[src/rtl/poolb2_cu_pkg.sv]
// Shared constants and FSM encoding for the LeNet5 unit-2 second max-pool stage.
// Imported by the interface, the delay line and the control unit.
package poolb2_cu_pkg;

   localparam int IFM_SIZE_C      = 10;
   localparam int IFM_DEPTH_C     = 8;
   localparam int POOL_SIZE_C     = 2;
   localparam int STRIDE_C        = 2;
   localparam int IFM_SIZE_NEXT_C = (IFM_SIZE_C - POOL_SIZE_C) / STRIDE_C + 1;

   localparam int ADDR_W_IFM_C  = $clog2(IFM_SIZE_C * IFM_SIZE_C);
   localparam int ADDR_W_NEXT_C = $clog2(IFM_SIZE_NEXT_C * IFM_SIZE_NEXT_C);
   localparam int SEL_W_C       = $clog2(IFM_DEPTH_C);

   typedef enum logic [1:0] {
      ST_IDLE      = 2'd0,
      ST_READ      = 2'd1,
      ST_DRAIN     = 2'd2,
      ST_WAIT_NEXT = 2'd3
   } state_t;

endpackage

[src/rtl/poolb2_cu_if.sv]
// Handshake and memory-side signals of the pool-2 control unit.
// master = control unit side, slave = surrounding memories / neighbour stages.
interface poolb2_cu_if
   import poolb2_cu_pkg::*;
#(
   parameter int AW_IFM  = ADDR_W_IFM_C,
   parameter int AW_NEXT = ADDR_W_NEXT_C,
   parameter int SEL_W   = SEL_W_C
);
   logic               start_from_previous;
   logic               end_from_next;
   logic               end_to_previous;
   logic               start_to_next;
   logic               ifm_enable_read;
   logic [AW_IFM-1:0]  ifm_address_read;
   logic [SEL_W-1:0]   ifm_sel;
   logic               pool_load;
   logic               pool_enable;
   logic               ofm_enable_write;
   logic [AW_NEXT-1:0] ofm_address_write;
   logic [SEL_W-1:0]   ofm_sel;

   modport master (
      input  start_from_previous, end_from_next,
      output end_to_previous, start_to_next, ifm_enable_read, ifm_address_read,
             ifm_sel, pool_load, pool_enable, ofm_enable_write,
             ofm_address_write, ofm_sel
   );

   modport slave (
      output start_from_previous, end_from_next,
      input  end_to_previous, start_to_next, ifm_enable_read, ifm_address_read,
             ifm_sel, pool_load, pool_enable, ofm_enable_write,
             ofm_address_write, ofm_sel
   );
endinterface

[src/rtl/poolb2_cu_pool_delay_line.sv]
// Fixed-length register pipeline aligning control strobes with memory data.
// Latency DELAY cycles (DELAY >= 1); no backpressure, shifts every cycle.
module pool_delay_line #(
   parameter int WIDTH = 1,
   parameter int DELAY = 1
) (
   input  logic             clk,
   input  logic             reset,
   input  logic [WIDTH-1:0] din,
   output logic [WIDTH-1:0] dout
);
   logic [WIDTH-1:0] pipe [DELAY];

   always_ff @(posedge clk or posedge reset) begin
      if (reset) begin
         for (int i = 0; i < DELAY; i++) pipe[i] <= '0;
      end else begin
         pipe[0] <= din;
         for (int i = 1; i < DELAY; i++) pipe[i] <= pipe[i-1];
      end
   end

   assign dout = pipe[DELAY-1];
endmodule

[src/rtl/poolb2_cu.sv]
// Pool-2 control unit: walks 2x2/stride-2 windows over 8 maps, one read per cycle,
// and emits comparator and write strobes aligned to the 1-cycle memory latency.
module poolb2_cu
   import poolb2_cu_pkg::*;
#(
   parameter int IFM_SIZE              = IFM_SIZE_C,
   parameter int IFM_DEPTH             = IFM_DEPTH_C,
   parameter int POOL_SIZE             = POOL_SIZE_C,
   parameter int STRIDE                = STRIDE_C,
   parameter int IFM_SIZE_NEXT         = (IFM_SIZE - POOL_SIZE) / STRIDE + 1,
   parameter int ADDRESS_SIZE_IFM      = $clog2(IFM_SIZE * IFM_SIZE),
   parameter int ADDRESS_SIZE_NEXT_IFM = $clog2(IFM_SIZE_NEXT * IFM_SIZE_NEXT)
) (
   input  logic        clk,
   input  logic        reset,
   poolb2_cu_if.master bus
);
   localparam int SEL_W    = $clog2(IFM_DEPTH);
   localparam int CW       = $clog2(IFM_SIZE_NEXT);
   localparam int NPIX     = IFM_SIZE_NEXT * IFM_SIZE_NEXT;
   localparam int WIN_LAST = POOL_SIZE * POOL_SIZE - 1;
   localparam int WR_W     = 1 + ADDRESS_SIZE_NEXT_IFM + SEL_W;

   state_t                           state, state_nxt;
   logic [1:0]                       k;
   logic [CW-1:0]                    col, row;
   logic [SEL_W-1:0]                 map;
   logic [ADDRESS_SIZE_NEXT_IFM-1:0] wr_addr;
   logic [SEL_W-1:0]                 wr_sel;
   logic                             drain_cnt;
   logic                             rd, win_done, last_read;
   logic [1:0]                       pool_d;
   logic [WR_W-1:0]                  wr_d;

   assign rd        = (state == ST_READ);
   assign win_done  = (k == 2'(WIN_LAST));
   assign last_read = rd && win_done && (col == CW'(IFM_SIZE_NEXT - 1))
                      && (row == CW'(IFM_SIZE_NEXT - 1)) && (map == SEL_W'(IFM_DEPTH - 1));

   always_ff @(posedge clk or posedge reset) begin
      if (reset) state <= ST_IDLE;
      else       state <= state_nxt;
   end

   always_comb begin
      state_nxt           = state;
      bus.end_to_previous = 1'b0;
      bus.start_to_next   = 1'b0;
      case (state)
         ST_IDLE: begin
            bus.end_to_previous = 1'b1;
            if (bus.start_from_previous) state_nxt = ST_READ;
         end
         ST_READ:  if (last_read) state_nxt = ST_DRAIN;
         ST_DRAIN: if (drain_cnt) state_nxt = ST_WAIT_NEXT;
         ST_WAIT_NEXT: begin
            if (bus.end_from_next) begin
               bus.start_to_next = 1'b1;
               state_nxt         = ST_IDLE;
            end
         end
         default: state_nxt = ST_IDLE;
      endcase
   end

   // All counters wrap back to zero on the final read, so a bank always restarts at window 0.
   always_ff @(posedge clk or posedge reset) begin
      if (reset) begin
         k         <= '0;
         col       <= '0;
         row       <= '0;
         map       <= '0;
         wr_addr   <= '0;
         wr_sel    <= '0;
         drain_cnt <= 1'b0;
      end else begin
         drain_cnt <= (state == ST_DRAIN) ? ~drain_cnt : 1'b0;
         if (rd) begin
            k <= k + 2'd1;
            if (win_done) begin
               if (col == CW'(IFM_SIZE_NEXT - 1)) begin
                  col <= '0;
                  if (row == CW'(IFM_SIZE_NEXT - 1)) begin
                     row <= '0;
                     map <= (map == SEL_W'(IFM_DEPTH - 1)) ? '0 : map + SEL_W'(1);
                  end else begin
                     row <= row + CW'(1);
                  end
               end else begin
                  col <= col + CW'(1);
               end
               if (wr_addr == ADDRESS_SIZE_NEXT_IFM'(NPIX - 1)) begin
                  wr_addr <= '0;
                  wr_sel  <= (wr_sel == SEL_W'(IFM_DEPTH - 1)) ? '0 : wr_sel + SEL_W'(1);
               end else begin
                  wr_addr <= wr_addr + ADDRESS_SIZE_NEXT_IFM'(1);
               end
            end
         end
      end
   end

   assign bus.ifm_enable_read  = rd;
   assign bus.ifm_sel          = map;
   assign bus.ifm_address_read = ADDRESS_SIZE_IFM'(STRIDE * IFM_SIZE * int'(row) + STRIDE * int'(col)
                                                   + IFM_SIZE * int'(k[1]) + int'(k[0]));

   // Comparator strobes follow the data by one cycle; the write waits one more for the final max.
   pool_delay_line #(.WIDTH(2), .DELAY(1)) u_pool_dl (
      .clk   (clk),
      .reset (reset),
      .din   ({rd, rd && (k == 2'd0)}),
      .dout  (pool_d)
   );

   pool_delay_line #(.WIDTH(WR_W), .DELAY(2)) u_wr_dl (
      .clk   (clk),
      .reset (reset),
      .din   ({rd && win_done, wr_addr, wr_sel}),
      .dout  (wr_d)
   );

   assign bus.pool_enable = pool_d[1];
   assign bus.pool_load   = pool_d[0];
   assign {bus.ofm_enable_write, bus.ofm_address_write, bus.ofm_sel} = wr_d;
endmodule

[src/flat_wrapper.sv]
// flat-port wrapper written by rule: the top's interface ports become plain ports
module poolb2_cu_flat import poolb2_cu_pkg::*;
#(
   parameter int IFM_SIZE              = IFM_SIZE_C,
   parameter int IFM_DEPTH             = IFM_DEPTH_C,
   parameter int POOL_SIZE             = POOL_SIZE_C,
   parameter int STRIDE                = STRIDE_C,
   parameter int IFM_SIZE_NEXT         = (IFM_SIZE - POOL_SIZE) / STRIDE + 1,
   parameter int ADDRESS_SIZE_IFM      = $clog2(IFM_SIZE * IFM_SIZE),
   parameter int ADDRESS_SIZE_NEXT_IFM = $clog2(IFM_SIZE_NEXT * IFM_SIZE_NEXT)
)
  (clk, reset, bus_start_from_previous, bus_end_from_next, bus_end_to_previous, bus_start_to_next, bus_ifm_enable_read, bus_ifm_address_read, bus_ifm_sel, bus_pool_load, bus_pool_enable, bus_ofm_enable_write, bus_ofm_address_write, bus_ofm_sel);
  poolb2_cu_if bus_i ();
  input  logic clk;
  input  logic reset;
  input wire logic [$bits(bus_i.start_from_previous)-1:0] bus_start_from_previous;
  input wire logic [$bits(bus_i.end_from_next)-1:0] bus_end_from_next;
  output wire logic [$bits(bus_i.end_to_previous)-1:0] bus_end_to_previous;
  output wire logic [$bits(bus_i.start_to_next)-1:0] bus_start_to_next;
  output wire logic [$bits(bus_i.ifm_enable_read)-1:0] bus_ifm_enable_read;
  output wire logic [$bits(bus_i.ifm_address_read)-1:0] bus_ifm_address_read;
  output wire logic [$bits(bus_i.ifm_sel)-1:0] bus_ifm_sel;
  output wire logic [$bits(bus_i.pool_load)-1:0] bus_pool_load;
  output wire logic [$bits(bus_i.pool_enable)-1:0] bus_pool_enable;
  output wire logic [$bits(bus_i.ofm_enable_write)-1:0] bus_ofm_enable_write;
  output wire logic [$bits(bus_i.ofm_address_write)-1:0] bus_ofm_address_write;
  output wire logic [$bits(bus_i.ofm_sel)-1:0] bus_ofm_sel;
  assign bus_i.start_from_previous = bus_start_from_previous;
  assign bus_i.end_from_next = bus_end_from_next;
  assign bus_end_to_previous = bus_i.end_to_previous;
  assign bus_start_to_next = bus_i.start_to_next;
  assign bus_ifm_enable_read = bus_i.ifm_enable_read;
  assign bus_ifm_address_read = bus_i.ifm_address_read;
  assign bus_ifm_sel = bus_i.ifm_sel;
  assign bus_pool_load = bus_i.pool_load;
  assign bus_pool_enable = bus_i.pool_enable;
  assign bus_ofm_enable_write = bus_i.ofm_enable_write;
  assign bus_ofm_address_write = bus_i.ofm_address_write;
  assign bus_ofm_sel = bus_i.ofm_sel;
  poolb2_cu #(.IFM_SIZE(IFM_SIZE), .IFM_DEPTH(IFM_DEPTH), .POOL_SIZE(POOL_SIZE), .STRIDE(STRIDE), .IFM_SIZE_NEXT(IFM_SIZE_NEXT), .ADDRESS_SIZE_IFM(ADDRESS_SIZE_IFM), .ADDRESS_SIZE_NEXT_IFM(ADDRESS_SIZE_NEXT_IFM)) u_core (.clk(clk), .reset(reset), .bus(bus_i));
endmodule
[config.mk]
export PLATFORM = sky130hd
export DESIGN_NAME = poolb2_cu_flat
export DESIGN_NICKNAME = d
export VERILOG_FILES = /design/src/rtl/poolb2_cu_pkg.sv /design/src/rtl/poolb2_cu_if.sv /design/src/rtl/poolb2_cu_pool_delay_line.sv /design/src/rtl/poolb2_cu.sv /design/src/flat_wrapper.sv
export SDC_FILE = /design/constraint.sdc
export NUM_CORES = 1
export LEC_CHECK = 0
export BUFFER_PORTS_ARGS = -buffer_cell sky130_fd_sc_hd__buf_4
export CORE_MARGIN = 1
export CORE_UTILIZATION = 45
export CTS_CLUSTER_DIAMETER = 40
export DETAILED_ROUTE_END_ITERATION = 6
export GPL_TIMING_DRIVEN = 0
export PLACE_DENSITY = 0.64
export SYNTH_ARGS = -nofsm -noshare
export SYNTH_HDL_FRONTEND = slang
export SYNTH_SLANG_ARGS = --single-unit
[constraint.sdc]
create_clock -name clk -period 2.5 [get_ports clk]
set_input_delay 0.5 -clock clk [delete_from_list [all_inputs] [get_ports clk]]
set_output_delay 0.5 -clock clk [all_outputs]
set_load 0.05 [all_outputs]
==> run metrics <==
outcome finished, violations left; failing checks negative setup slack; commonest cells after routing, fill and taps aside buf_4, dfrtp_1, ha_1; Arr. time, crit path 2320 ps; CTS tree built; First-pass DRT Iterations 3; Core Region 0.004086 sq mm; Hold Violations, Final 0; multiplexer area fraction after synthesis 3.885%; wire per inst 12.63 um; Slew HR 43.53%; Rows 23; CP endpoint kind output pin; RD Place Congestion 0.7473; first-pass GRT wire length 5.637 mm; final hold slack 349.7 ps; syn nets 198; share of layout cells above drive strength 1 34.27%; n_diodes 0; Lkg Pwr 1.273 nW; final setup fails 4; input/output buffers 27; Seq/Total Area, Yosys 53.50%; xor and xnor area share after synthesis 3.567%; commonest non-fill, non-tap cell in the layout buf_4; Worst setup SP type register; FMAX 354.7 MHz; Mapped Area 0.001964 sq mm; DRC Markers 0; TritonCTS buffer count 5; fin area 0.002444 sq mm; top cells by area, synth dfrtp_1, ha_1, buf_4; hpwl dp 2.395 mm; initial core utilization 48.07%; starting DRC count in detailed routing 57; Clock Tree Buf Depth 2; Layout Nets 241; maximum vdd drop 0.2589 mV; setup TNS -946.1 ps; Worst-path clk slew 80 ps; area leader, netlist dfrtp_1; Worst-Skew Late Latency 290 ps; RSZ-0062 raised after global routing yes; YS warnings 0; flop-to-flop setup slack 570 ps; DR vias 1,275; Util after Layout 59.80%; die height 68.07 um; Req. time, crit path 2000 ps; ys async rst share 100.0%; adder-cell share of the synthesized area 16.69%; H-tree depth 2; Worst Skew 3.949 ps; DRT antenna net count 0; clock sinks 42; Congestion Overflow GR 0; Distinct cells, synth 25; Yosys reg bits 42; Die W 68.07 um; Synth top area share 53.50%; io pins 28; max-cap viol count 0; crit path time final 2820 ps; Post-synth EDFFs 0; synthesized area per cell 11.62 sq um; Crit Path Category register to output pin; total die area 0.004634 sq mm; worst setup margin -319.7 ps; Pwr per Cell Area 467.6 mW/mm^2; min-delay worst type register to register; Syn Inst Count 169; largest family of logic cells by synthesized area adder cells; ys flop type dfrtp_1; Total Routing Usage GR 16.75%; root buffer cell clkbuf_8; antenna violations before repair 0; Slew Limit Fails 0; Synth Area in Compound Gates 5.223%; Post-DP Area 0.002252 sq mm; vias per cell 4.848; Tcrit/Tclk final 112.8%; Hold-fix buffers, CTS 0; largest net degree at the start of global routing 43; vias in the first global route 1,328; Synth Area in Simple Gates 9.490%; drt total wl 3.322 mm; Area growth syn-to-layout 24.39%; crit path max fanout 3; Tightest Pin Transition 845.8 ps
power breakdown:
group	leakage [nW]	internal, mW	switching (mW)
logic	0.709	0.00329	0.0135
clock network	0.0472	0.222	0.225
registers	0.516	0.679	0
total	1.27	0.904	0.239
registers in the layout (all words and copies together) (netlist names):
name / flops
u_core.k: 2
u_core.bus.ifm_sel: 3
u_core.u_pool_dl.dout: 2
u_core.drain_cnt: 1
u_core.wr_sel: 3
u_core.row: 3
u_core.state: 2
u_core.wr_addr: 5
u_core.col: 3
u_core.u_wr_dl.dout: 9
u_core.u_wr_dl.pipe: 9
layer usage:
layer / up-vias / part of all wire [%] / GRT usage, %
li1: 626 / - / -
met1: 615 / 43 / 18.45
met2: 28 / 50 / 30.02
met3: 6 / 4.1 / 4.167
met4: 0 / 2.0 / 7.552
met5: - / 0 / 0
synth_stat cells (all sizes together), types with 4 or more instances:
| cell | number |
|---|---|
| dfrtp | 42 |
| o21ai | 13 |
| xnor2 | 4 |
| nand2 | 15 |
| xor2 | 4 |
| nand3 | 5 |
| ha | 23 |
| inv | 20 |
| buf | 10 |
| mux2 | 5 |
| nor2 | 10 |
cells by family (layout without fill, tap and decap cells):
group,after synthesis,count (layout)
multiplexers,7,7
adder cells (fa/ha/maj),25,25
buffers and inverters,30,74
AO/OA/AOI/OAI,18,18
flip-flops,42,42
AND/OR/NAND/NOR,39,39
XOR/XNOR,8,8
area by class of cell:
| cell class | count | area, sq um |
|---|---|---|
| Timing Repair Buffer | 36 | 285.3 |
| Tap cell | 50 | 62.56 |
| Inverter | 20 | 75.07 |
| Multi-Input combinational cell | 97 | 798.3 |
| Buffer | 10 | 75.07 |
| Sequential cell | 42 | 1052 |
| Clock buffer | 6 | 82.58 |
| Clock inverter | 2 | 12.51 |
| Fill cell | 362 | 1643 |
path summary, 6_finish.rpt:
check,to,cells past startpoint,startpoint
worst max-delay path,bus_ifm_address_read[5],8,u_core.k[1]
min in group asynchronous,u_core.u_wr_dl.dout[8],2,reset
max in group asynchronous,u_core.row[0],2,reset
worst min register to register,u_core.u_wr_dl.dout[5],0,u_core.u_wr_dl.pipe[14]
worst max register to register,u_core.wr_sel[0],5,u_core.state[1]
worst min-delay path,u_core.u_wr_dl.dout[5],0,u_core.u_wr_dl.pipe[14]
per-stage QoR:
step / power [mW] / setup WS, ps / cells
6_report: 1.143 / -319.7 / 263
5_1_grt: 1.190 / -403.6 / 263
4_1_cts: 1.158 / -330.8 / 260
3_5_place_dp: 0.7103 / -195.5 / 246
3_3_place_gp: 0.7093 / -138.5 / 246
2_1_floorplan: 0.7028 / -188.4 / 169
critical path: stages, from the launching register on:
cell and delay, ps:
dfrtp_1 370, inv_2 60, fa_1 570, inv_1 60, ha_1 270, a21o_1 200
a21oi_2 180, xnor2_2 130, buf_6 180
repair_timing:
action                     4_1_cts  5_1_grt
gates resized for setup         11        3
setup endpoints to repair        4        4
buffers inserted                 6        3
pin swaps                        6        6
Note: power is estimated with default switching activity, not from simulation.
